**config.mk**
```make
export PLATFORM = sky130hd
export DESIGN_NAME = lcd_ctrl_flat
export DESIGN_NICKNAME = d
export VERILOG_FILES = /design/src/rtl/lcd_pkg.sv /design/src/rtl/lcd_ctrl_if.sv /design/src/rtl/lcd_fifo.sv /design/src/rtl/lcd_ctrl.sv /design/src/flat_wrapper.sv
export SDC_FILE = /design/constraint.sdc
export NUM_CORES = 1
export LEC_CHECK = 0
export BUFFER_PORTS_ARGS = -buffer_cell sky130_fd_sc_hd__buf_2
export CAP_MARGIN = 20
export CORE_AREA = 3 3 84 86
export CTS_BUF_LIST = sky130_fd_sc_hd__clkbuf_4 sky130_fd_sc_hd__clkbuf_8 sky130_fd_sc_hd__clkbuf_16
export CTS_CLUSTER_SIZE = 30
export DETAILED_ROUTE_END_ITERATION = 10
export DIE_AREA = 0 0 87 89
export PLACE_DENSITY = 0.48
export SYNTH_ARGS = -nofsm -noshare
export SYNTH_HDL_FRONTEND = slang
export SYNTH_SLANG_ARGS = --single-unit
```
**constraint.sdc**
```tcl
create_clock -name clk -period 3.05 [get_ports clk]
set_clock_uncertainty 0.1 [all_clocks]
set_input_delay 0.305 -clock clk [delete_from_list [all_inputs] [get_ports clk]]
set_output_delay 0.305 -clock clk [all_outputs]
set_load 0.05 [all_outputs]
```
**src/rtl/lcd_pkg.sv**
```systemverilog
// Shared types and constants for the HD44780 write engine (lcd_ctrl).
// Optional input FIFO is enabled by defining LCD_FIFO_EN.
package lcd_pkg;

    typedef enum logic [2:0] {
        PWRUP_WAIT,
        INIT_LOAD,
        SETUP,
        PULSE,
        HOLD,
        EXEC,
        IDLE
    } lcd_state_e;

    localparam logic [7:0] LCD_FUNCSET = 8'h38;
    localparam logic [7:0] LCD_DISPON  = 8'h0C;
    localparam logic [7:0] LCD_ENTRY   = 8'h06;
    localparam logic [7:0] LCD_CLEAR   = 8'h01;
    localparam logic [7:0] LCD_HOME    = 8'h02;
    localparam int         INIT_LEN    = 4;

    function automatic logic [7:0] init_byte(input logic [1:0] idx);
        logic [7:0] b;
        case (idx)
            2'd0:    b = LCD_FUNCSET;
            2'd1:    b = LCD_DISPON;
            2'd2:    b = LCD_ENTRY;
            default: b = LCD_CLEAR;
        endcase
        return b;
    endfunction

    function automatic int max_int(input int a, input int b);
        return (a > b) ? a : b;
    endfunction

endpackage

```
**src/rtl/lcd_ctrl_if.sv**
```systemverilog
// Byte-write handshake between proc (master) and lcd_ctrl (slave).
interface lcd_ctrl_if;
    logic       wr_valid;
    logic       wr_rs;
    logic [7:0] wr_data;
    logic       wr_ready;

    modport master (output wr_valid, output wr_rs, output wr_data, input wr_ready);
    modport slave  (input wr_valid, input wr_rs, input wr_data, output wr_ready);
endinterface

```
**src/rtl/lcd_fifo.sv**
```systemverilog
// Small synchronous FIFO buffering {rs, data} ahead of the LCD engine.
// Used only when LCD_FIFO_EN is defined; DEPTH must be a power of 2.
module lcd_fifo #(
    parameter int DEPTH = 4,
    parameter int W     = 9
) (
    input  logic         clk,
    input  logic         reset,
    input  logic         push_i,
    input  logic [W-1:0] din_i,
    input  logic         pop_i,
    output logic [W-1:0] dout_o,
    output logic         full_o,
    output logic         empty_o
);
    localparam int AW = $clog2(DEPTH);

    logic [W-1:0]  mem_q [DEPTH];
    logic [AW-1:0] wp_q, rp_q;
    logic [AW:0]   cnt_q;
    logic          push_ok, pop_ok;

    // A push into a full FIFO is refused even when a pop happens the same cycle.
    assign push_ok = push_i && !full_o;
    assign pop_ok  = pop_i && !empty_o;
    assign full_o  = (cnt_q == (AW+1)'(DEPTH));
    assign empty_o = (cnt_q == '0);
    assign dout_o  = mem_q[rp_q];

    always_ff @(posedge clk) begin
        if (push_ok) mem_q[wp_q] <= din_i;
    end

    always_ff @(posedge clk) begin
        if (reset) begin
            wp_q  <= '0;
            rp_q  <= '0;
            cnt_q <= '0;
        end else begin
            if (push_ok) wp_q <= wp_q + 1'b1;
            if (pop_ok)  rp_q <= rp_q + 1'b1;
            cnt_q <= cnt_q + (AW+1)'(push_ok) - (AW+1)'(pop_ok);
        end
    end
endmodule

```
**src/rtl/lcd_ctrl.sv**
```systemverilog
// HD44780 8-bit write-only engine: power-up init, then RS/E/data timing per byte.
// Define LCD_FIFO_EN to buffer incoming bytes in lcd_fifo (writes accepted during init).
module lcd_ctrl
    import lcd_pkg::*;
#(
    parameter int PWRUP_CYC  = 750000,
    parameter int SETUP_CYC  = 4,
    parameter int EN_CYC     = 24,
    parameter int HOLD_CYC   = 4,
    parameter int EXEC_CYC   = 2000,
    parameter int CLR_CYC    = 82000,
    parameter int FIFO_DEPTH = 4
) (
    input  logic           clk,
    input  logic           reset,
    lcd_ctrl_if.slave      wr,
    output logic           init_done,
    output logic           busy,
    output logic [7:0]     LCD,
    output logic           lcdRS,
    output logic           lcdRW,
    output logic           lcdEn
);
    localparam int MAXC = max_int(max_int(max_int(PWRUP_CYC, SETUP_CYC), max_int(EN_CYC, HOLD_CYC)),
                                  max_int(EXEC_CYC, CLR_CYC));
    localparam int CW   = $clog2(MAXC) + 1;
    // Reset leaves the counter at 0, so power-up counts down through the wrap:
    // the last of PWRUP_CYC cycles sees 0 - (PWRUP_CYC-1).
    localparam logic [CW-1:0] PWR_END = CW'((1 << CW) - PWRUP_CYC + 1);

    if (FIFO_DEPTH < 2 || (FIFO_DEPTH & (FIFO_DEPTH - 1)) != 0) begin : g_bad_depth
        $error("FIFO_DEPTH must be a power of 2");
    end

    lcd_state_e    state_q, state_d;
    logic [CW-1:0] cnt_q, cnt_d;
    logic [2:0]    idx_q, idx_d;
    logic [7:0]    data_q, data_d;
    logic          rs_q, rs_d, en_q, en_d, done_q, done_d;
    logic          src_valid, src_rs, take, is_clr;
    logic [7:0]    src_data;

    assign take = (state_q == IDLE) && done_q && src_valid;

`ifdef LCD_FIFO_EN
    logic fifo_full, fifo_empty;

    lcd_fifo #(.DEPTH(FIFO_DEPTH), .W(9)) u_fifo (
        .clk     (clk),
        .reset   (reset),
        .push_i  (wr.wr_valid),
        .din_i   ({wr.wr_rs, wr.wr_data}),
        .pop_i   (take),
        .dout_o  ({src_rs, src_data}),
        .full_o  (fifo_full),
        .empty_o (fifo_empty)
    );

    assign src_valid   = !fifo_empty;
    assign wr.wr_ready = !fifo_full;
`else
    assign src_valid   = wr.wr_valid;
    assign src_rs      = wr.wr_rs;
    assign src_data    = wr.wr_data;
    assign wr.wr_ready = (state_q == IDLE) && done_q;
`endif

    assign is_clr = !rs_q && (data_q == LCD_CLEAR || data_q == LCD_HOME || data_q == 8'h03);

    always_comb begin
        state_d = state_q;
        cnt_d   = cnt_q - 1'b1;
        idx_d   = idx_q;
        data_d  = data_q;
        rs_d    = rs_q;
        en_d    = 1'b0;
        done_d  = done_q;
        unique case (state_q)
            PWRUP_WAIT: if (cnt_q == PWR_END) state_d = INIT_LOAD;
            INIT_LOAD: begin
                data_d  = init_byte(idx_q[1:0]);
                rs_d    = 1'b0;
                idx_d   = idx_q + 3'd1;
                state_d = SETUP;
                cnt_d   = CW'(SETUP_CYC - 1);
            end
            SETUP: if (cnt_q == '0) begin
                state_d = PULSE;
                cnt_d   = CW'(EN_CYC - 1);
                en_d    = 1'b1;
            end
            PULSE: begin
                en_d = 1'b1;
                if (cnt_q == '0) begin
                    state_d = HOLD;
                    cnt_d   = CW'(HOLD_CYC - 1);
                    en_d    = 1'b0;
                end
            end
            HOLD: if (cnt_q == '0) begin
                state_d = EXEC;
                cnt_d   = is_clr ? CW'(CLR_CYC - 1) : CW'(EXEC_CYC - 1);
            end
            EXEC: if (cnt_q == '0) begin
                if (idx_q < 3'(INIT_LEN)) begin
                    state_d = INIT_LOAD;
                end else begin
                    done_d  = 1'b1;
                    state_d = IDLE;
                end
            end
            IDLE: begin
                cnt_d = cnt_q;
                if (take) begin
                    data_d  = src_data;
                    rs_d    = src_rs;
                    state_d = SETUP;
                    cnt_d   = CW'(SETUP_CYC - 1);
                end
            end
            default: state_d = PWRUP_WAIT;
        endcase
    end

    always_ff @(posedge clk) begin
        if (reset) begin
            state_q <= PWRUP_WAIT;
            cnt_q   <= '0;
            idx_q   <= '0;
            data_q  <= '0;
            rs_q    <= 1'b0;
            en_q    <= 1'b0;
            done_q  <= 1'b0;
        end else begin
            state_q <= state_d;
            cnt_q   <= cnt_d;
            idx_q   <= idx_d;
            data_q  <= data_d;
            rs_q    <= rs_d;
            en_q    <= en_d;
            done_q  <= done_d;
        end
    end

    assign LCD       = data_q;
    assign lcdRS     = rs_q;
    assign lcdRW     = 1'b0;
    assign lcdEn     = en_q;
    assign init_done = done_q;
    assign busy      = (state_q != IDLE);
endmodule

```
**src/flat_wrapper.sv**
```systemverilog
// flat-port wrapper written by rule: the top's interface ports become plain ports
module lcd_ctrl_flat import lcd_pkg::*;
#(
    parameter int PWRUP_CYC  = 750000,
    parameter int SETUP_CYC  = 4,
    parameter int EN_CYC     = 24,
    parameter int HOLD_CYC   = 4,
    parameter int EXEC_CYC   = 2000,
    parameter int CLR_CYC    = 82000,
    parameter int FIFO_DEPTH = 4
)
  (clk, reset, init_done, busy, LCD, lcdRS, lcdRW, lcdEn, wr_wr_valid, wr_wr_rs, wr_wr_data, wr_wr_ready);
  lcd_ctrl_if wr_i ();
  input  logic clk;
  input  logic reset;
  output logic init_done;
  output logic busy;
  output logic [7:0] LCD;
  output logic lcdRS;
  output logic lcdRW;
  output logic lcdEn;
  input wire logic [$bits(wr_i.wr_valid)-1:0] wr_wr_valid;
  input wire logic [$bits(wr_i.wr_rs)-1:0] wr_wr_rs;
  input wire logic [$bits(wr_i.wr_data)-1:0] wr_wr_data;
  output wire logic [$bits(wr_i.wr_ready)-1:0] wr_wr_ready;
  assign wr_i.wr_valid = wr_wr_valid;
  assign wr_i.wr_rs = wr_wr_rs;
  assign wr_i.wr_data = wr_wr_data;
  assign wr_wr_ready = wr_i.wr_ready;
  lcd_ctrl #(.PWRUP_CYC(PWRUP_CYC), .SETUP_CYC(SETUP_CYC), .EN_CYC(EN_CYC), .HOLD_CYC(HOLD_CYC), .EXEC_CYC(EXEC_CYC), .CLR_CYC(CLR_CYC), .FIFO_DEPTH(FIFO_DEPTH)) u_core (.clk(clk), .reset(reset), .wr(wr_i), .init_done(init_done), .busy(busy), .LCD(LCD), .lcdRS(lcdRS), .lcdRW(lcdRW), .lcdEn(lcdEn));
endmodule
```
## Yosys cells after proc, flatten, opt, wreduce, memory -nomap -nowiden

Cells that the tools add are included.

| cells by class | value |
|---|---|
| multiplexer cells | 22 |
| $mul | 0 |
| div/mod/pow operators | 0 |
| $add $sub $neg | 2 |
| order comparisons | 1 |
| reductions and logical operators | 13 |
| bitwise operators | 1 |
| shifts and indexed selects | 0 |
| equality and inequality tests | 19 |

Operators with widths:

| kind | count |
|---|---|
| 21-bit case mux with 5 select lines | 1 |
| 21-bit two-way mux | 4 |
| 21-bit == test (second input constant) | 1 |
| 21-bit logical NOT | 1 |
| 3-bit two-way mux | 7 |
| 3-bit case mux with 7 select lines | 1 |
| 21-bit by 1-bit subtractor with 21-bit output (second input constant) | 1 |
| 6-bit case mux with 3 select lines | 1 |
| 17-bit two-way mux | 1 |
| 8-bit by 2-bit == test with 1-bit output (second input constant) | 2 |
| 8-bit case mux with 2 select lines | 1 |
| 2-bit by 1-bit inequality test with 1-bit output (second input constant) | 6 |
| 3-bit == test (second input constant) | 3 |
| 8-bit by 1-bit == test with 1-bit output (second input constant) | 1 |
| 8-bit two-way mux | 1 |
| 3-bit by 2-bit == test with 1-bit output (second input constant) | 2 |
| 6-bit AND reduction | 1 |
| 1-bit case mux with 2 select lines | 2 |
| 3-bit by 1-bit adder with 3-bit output (second input constant) | 1 |
| 3-bit by 1-bit == test with 1-bit output (second input constant) | 1 |
| 1-bit logical AND | 3 |
| 3-bit logical NOT | 1 |
| 3-bit less-than comparator (second input constant) | 1 |
| 1-bit two-way mux | 3 |
| 10 further kinds | 11 |

| storage, ports and cells | value |
|---|---|
| RAM bits | 0 |
| memory bits (read-only) | 0 |
| latch bits | 0 |
| input bits | 12 |
| output and inout port bits | 14 |
| word-level logic and storage cells | 65 |
| memories | 0 |
| register bits | 38 |

## Longest topological paths before layout

| depth | value |
|---|---|
| word-level depth | 7 |
| gate-level depth with buffers | 8 |
| gate-level depth less buffers | 8 |

## Worst setup path after synthesis

No wires, ideal clock.

| path | value |
|---|---|
| path type | flip-flop to flip-flop |
| start | register u_core.cnt_q[0] |
| end | register u_core.cnt_q[18] |
| buffers on the path | 0 |
| setup time | 0.117 ns |
| slack | 0.524 ns |
| required time | 2.833 ns |
| cell stages (with the launch flop) | 9 |
| arrival | 2.308 ns |
| clock period less this slack | 2.526 ns |
| cell sequence | dfxtp_1 inv_1 ha_1 or4b_1 or4_2 nor2_1 nand2_1 xnor2_1 a32o_1 |

| between the ends | value |
|---|---|
| longest elaborated chain between the ends | 3 |
| elaborated cells on any way between the ends | 6 |
| classes of those cells | 1 x add/sub; 4 x mux; 1 x reduce/logical |

Ends and longest elaborated chain:

| what | RTL line | RTL |
|---|---|---|
| start: declaration | lcd_ctrl.sv:36 | `logic [CW-1:0] cnt_q, cnt_d;` |
| start signal: assignment | lcd_ctrl.sv:136 | `cnt_q <= cnt_d;` |
| 21-bit by 1-bit subtractor with 21-bit output or 21-bit logical NOT (tied branches) | - |  |
| 21-bit two-way mux, on equally long branches | lcd_ctrl.sv:100, lcd_ctrl.sv:87, lcd_ctrl.sv:94 |  |
| 21-bit case mux with 5 select lines (*) | lcd_ctrl.sv:78 | `unique case (state_q)` |

Every way passes the cells marked *; elsewhere a longest branch is shown, timed or not.
A chain may end at the register's enable or synchronous reset.

## Worst setup path in the final report

Same ends and word-level chain as after synthesis.

==> run summary <==
Via count of the first global-routing pass: 1,918
Combinational cell fraction of total power: 0.349
Antenna violation net count after detailed routing: 0
Kind of end point of the critical path: flop
Max-slew violations: 0
Final setup violation count: 0
DIE HEIGHT: 89 um
Maximum fanout along the worst path: 6
Setup WS post-layout: 292 ps
Count of buffering cells on the critical path with inverters included: 1
Area added between synthesis and finish: 13.9%
Type of element launching the critical path: flop
Clock transition at the register clock pins on the worst setup and hold paths after CTS: 80 ps
Wire length per cell after detailed routing: 15.3 um
Detailed-routing wirelength on met1: 2.95 mm
Worst hold path startpoint: wr_wr_data[7]
Post-Synthesis Cell Area: 0.00220 mm2
Post-Route Setup TNS: 0 ps
Critical path's top delay family: simple AND/OR/NAND/NOR gates
Synthesized net count: 301
Number of design rule violations left after detail routing: 0
Setup repair after global routing missed its margin: false
DP HPWL: 4.27 mm
Proportion of layout cells with a drive suffix above 1: 0.176
Core area: 0.00635 mm2
Type of the worst setup path: reg -> reg
Count of distinct cell types in the synthesized netlist: 55
Critical path arrival: 2850 ps
Origin of the critical flop-to-flop path: u_core.cnt_q[0]
Hold endpoint: u_core.LCD[7]
Maximum clock path buffer count: 2
Number of buffers inserted for hold repair after clock tree synthesis: 0
Mean post-synth cell area: 7.82 um2
Placement Rows: 29
Net Switching: 0.623 mW
Main flop type after synthesis: dfxtp_1
Commonest non-fill, non-tap cell in the layout: dfxtp_1
Actual slew at the worst max-slew pin: 741 ps
Hold Path Class: in -> reg
Effective utilization at floorplan: 0.347
Worst slack, placed: 317 ps
Worst r2r dst: u_core.cnt_q[18]
Remaining global-route overflow: 0
Outcome: finished, final reports clean
Leak: 0.993 nW
Number of antenna violations at the first check in global routing: 0
Global-route wire length before repair: 9.92 mm
IR drop worst, VDD: 0.293 mV
Vias per cell: 5.39
Proportion of total power due to net switching: 0.375
Overall track demand over capacity in global routing: 0.163
Number of warning messages in the yosys log: 0
Die width: 87 um
Min-Delay Path Depth: 3
Final wirelength: 5.88 mm
Slowest cell delay on critical path: 650 ps
Maximum number of pins on one net before global-route repair: 28
Total setup buffers inserted after CTS: 0
Clock tree from TritonCTS: yes
Internal power summed over all cells: 1.04 mW
Clk Tree Root Cell: clkbuf_8
Number of clock buffers inserted by TritonCTS: 5
Detail Route met2 WL: 2.65 mm
Most frequent cells in the layout: dfxtp_1, nor2_1, nand2_1
Number of endpoints with negative hold slack in the final report: 0
Deepest level of the CTS H-tree: 2
Post-layout net count: 325
Cell-by-cell trace of the critical path: inv_1, ha_1, or4b_1, or4_2, nor2_1, nand2_1, xnor2_1, a32o_1
Clock group share of total power: 0.225
Register bit count reported by yosys: 38
Post-cts repair resize count: 0
Diode count: 0
Fin crit period: 2760 ps
Number of enable-type register cells in the synthesized netlist: 0
1st-pass router iterations: 4
FF-to-FF setup slack: 290 ps
Final Cycle Share: 0.904
Clock net sink count: 38
Slowest cell on crit path: or4_2
Worst EP required: 3140 ps
Ports placed on the boundary: 26
Max Freq: 363 MHz
Floorplan die area: 0.00774 mm2
Path depth of the worst reg2reg path: 8
Sequential area share after synthesis: 0.345
Power density cells: 661 mW/mm2
Drt first-iter violations: 105
Cells after Synth: 282
Clk_lat worst skew: 290 ps
Weighted congestion reported at the end of routability-driven placement: 0.830
Async S/R FF share, synth: 0
Register share of total power: 0.426
Count of vias placed by the detailed router: 2,068
Sequential cell area: 761 um2
Fill count: 664
Area of the multi-input gates: 0.00135 mm2
Topmost layer with routed signal wires: met4
Headroom to the max-slew limit: 0.504
# port buffers: 24
Max-capacitance violation count: 0
Met3 Wirelength: 240 um
sequential cells by signal (all words and copies together), names as in the netlist:
| register | cells |
|---|---|
| u_core.LCD | 8 |
| u_core.lcdEn | 1 |
| u_core.init_done | 1 |
| u_core.state_q | 3 |
| u_core.idx_q | 3 |
| u_core.lcdRS | 1 |
| u_core.cnt_q | 21 |
power groups by stage:
stage          clock network [mW]  registers [mW]  logic, mW
2_1_floorplan                   0           0.676      0.467
3_3_place_gp                    0           0.719      0.579
3_5_place_dp                    0           0.715      0.575
4_1_cts                     0.392           0.705      0.579
5_1_grt                     0.408           0.724      0.658
6_report                    0.374           0.707      0.579
worst max path at each step:
stage,from,to,slack (ps),cells after the start
after detailed placement,u_core.cnt_q[0],u_core.cnt_q[18],320,8
after CTS,u_core.cnt_q[0],u_core.cnt_q[18],300,8
final,u_core.cnt_q[0],u_core.cnt_q[18],290,8
after global placement,u_core.cnt_q[0],u_core.cnt_q[18],380,8
after floorplan,u_core.cnt_q[0],u_core.cnt_q[18],520,8
after global routing,u_core.cnt_q[1],u_core.cnt_q[14],60,8
metrics by stage:
stage	instance area [um2]	total power, mW	instances	hold WS (ps)	utilization
2_1_floorplan	2200	1.14	282	341	-
3_3_place_gp	2420	1.30	376	379	0.380
3_5_place_dp	2420	1.29	376	383	0.380
4_1_cts	2510	1.68	384	135	0.395
5_1_grt	2510	1.79	384	153	0.395
6_report	2510	1.66	384	144	0.395
cell type report:
type | instances | area share
Clock buffer | 6 | 0.0329
Timing Repair Buffer | 31 | 0.0688
Inverter | 9 | 0.0135
Clock inverter | 2 | 0.00498
Multi-Input combinational cell | 221 | 0.539
Sequential cell | 38 | 0.303
Tap cell | 77 | 0.0384
layer usage:
layer	global-route usage	up-vias
met1	0.231	962
met5	0	-
li1	-	1065
met4	0.0467	0
met3	0.0249	5
met2	0.255	36
synthesized netlist by cell type, types with 7 or more instances:
cell	n	area, um2
ha_1	7	87.6
a21oi_1	23	115
dfxtp_1	38	761
xor2_1	8	70.1
nor4_1	8	50.1
nor3_1	12	60.1
clkbuf_1	11	41.3
nor2_1	35	131
inv_1	8	30.0
nand2_1	27	101
o21ai_0	9	45.0
nand3_1	8	40.0
worst min-delay path: stages:
cell and delay, ps:
buf_2 90, nand2_1 50, a21oi_1 50
cells by family (layout without fill, tap and decap cells):
| group | Yosys count | count (layout) | share of synthesized area |
|---|---|---|---|
| buffers and inverters | 23 | 48 | 0.0414 |
| other | 1 | 1 | 0.00170 |
| flip-flops | 38 | 38 | 0.345 |
| XOR/XNOR | 14 | 14 | 0.0556 |
| adder cells (fa/ha/maj) | 7 | 7 | 0.0397 |
| AO/OA/AOI/OAI | 69 | 69 | 0.205 |
| AND/OR/NAND/NOR | 130 | 130 | 0.312 |
Note: power is estimated with default switching activity, not from simulation.
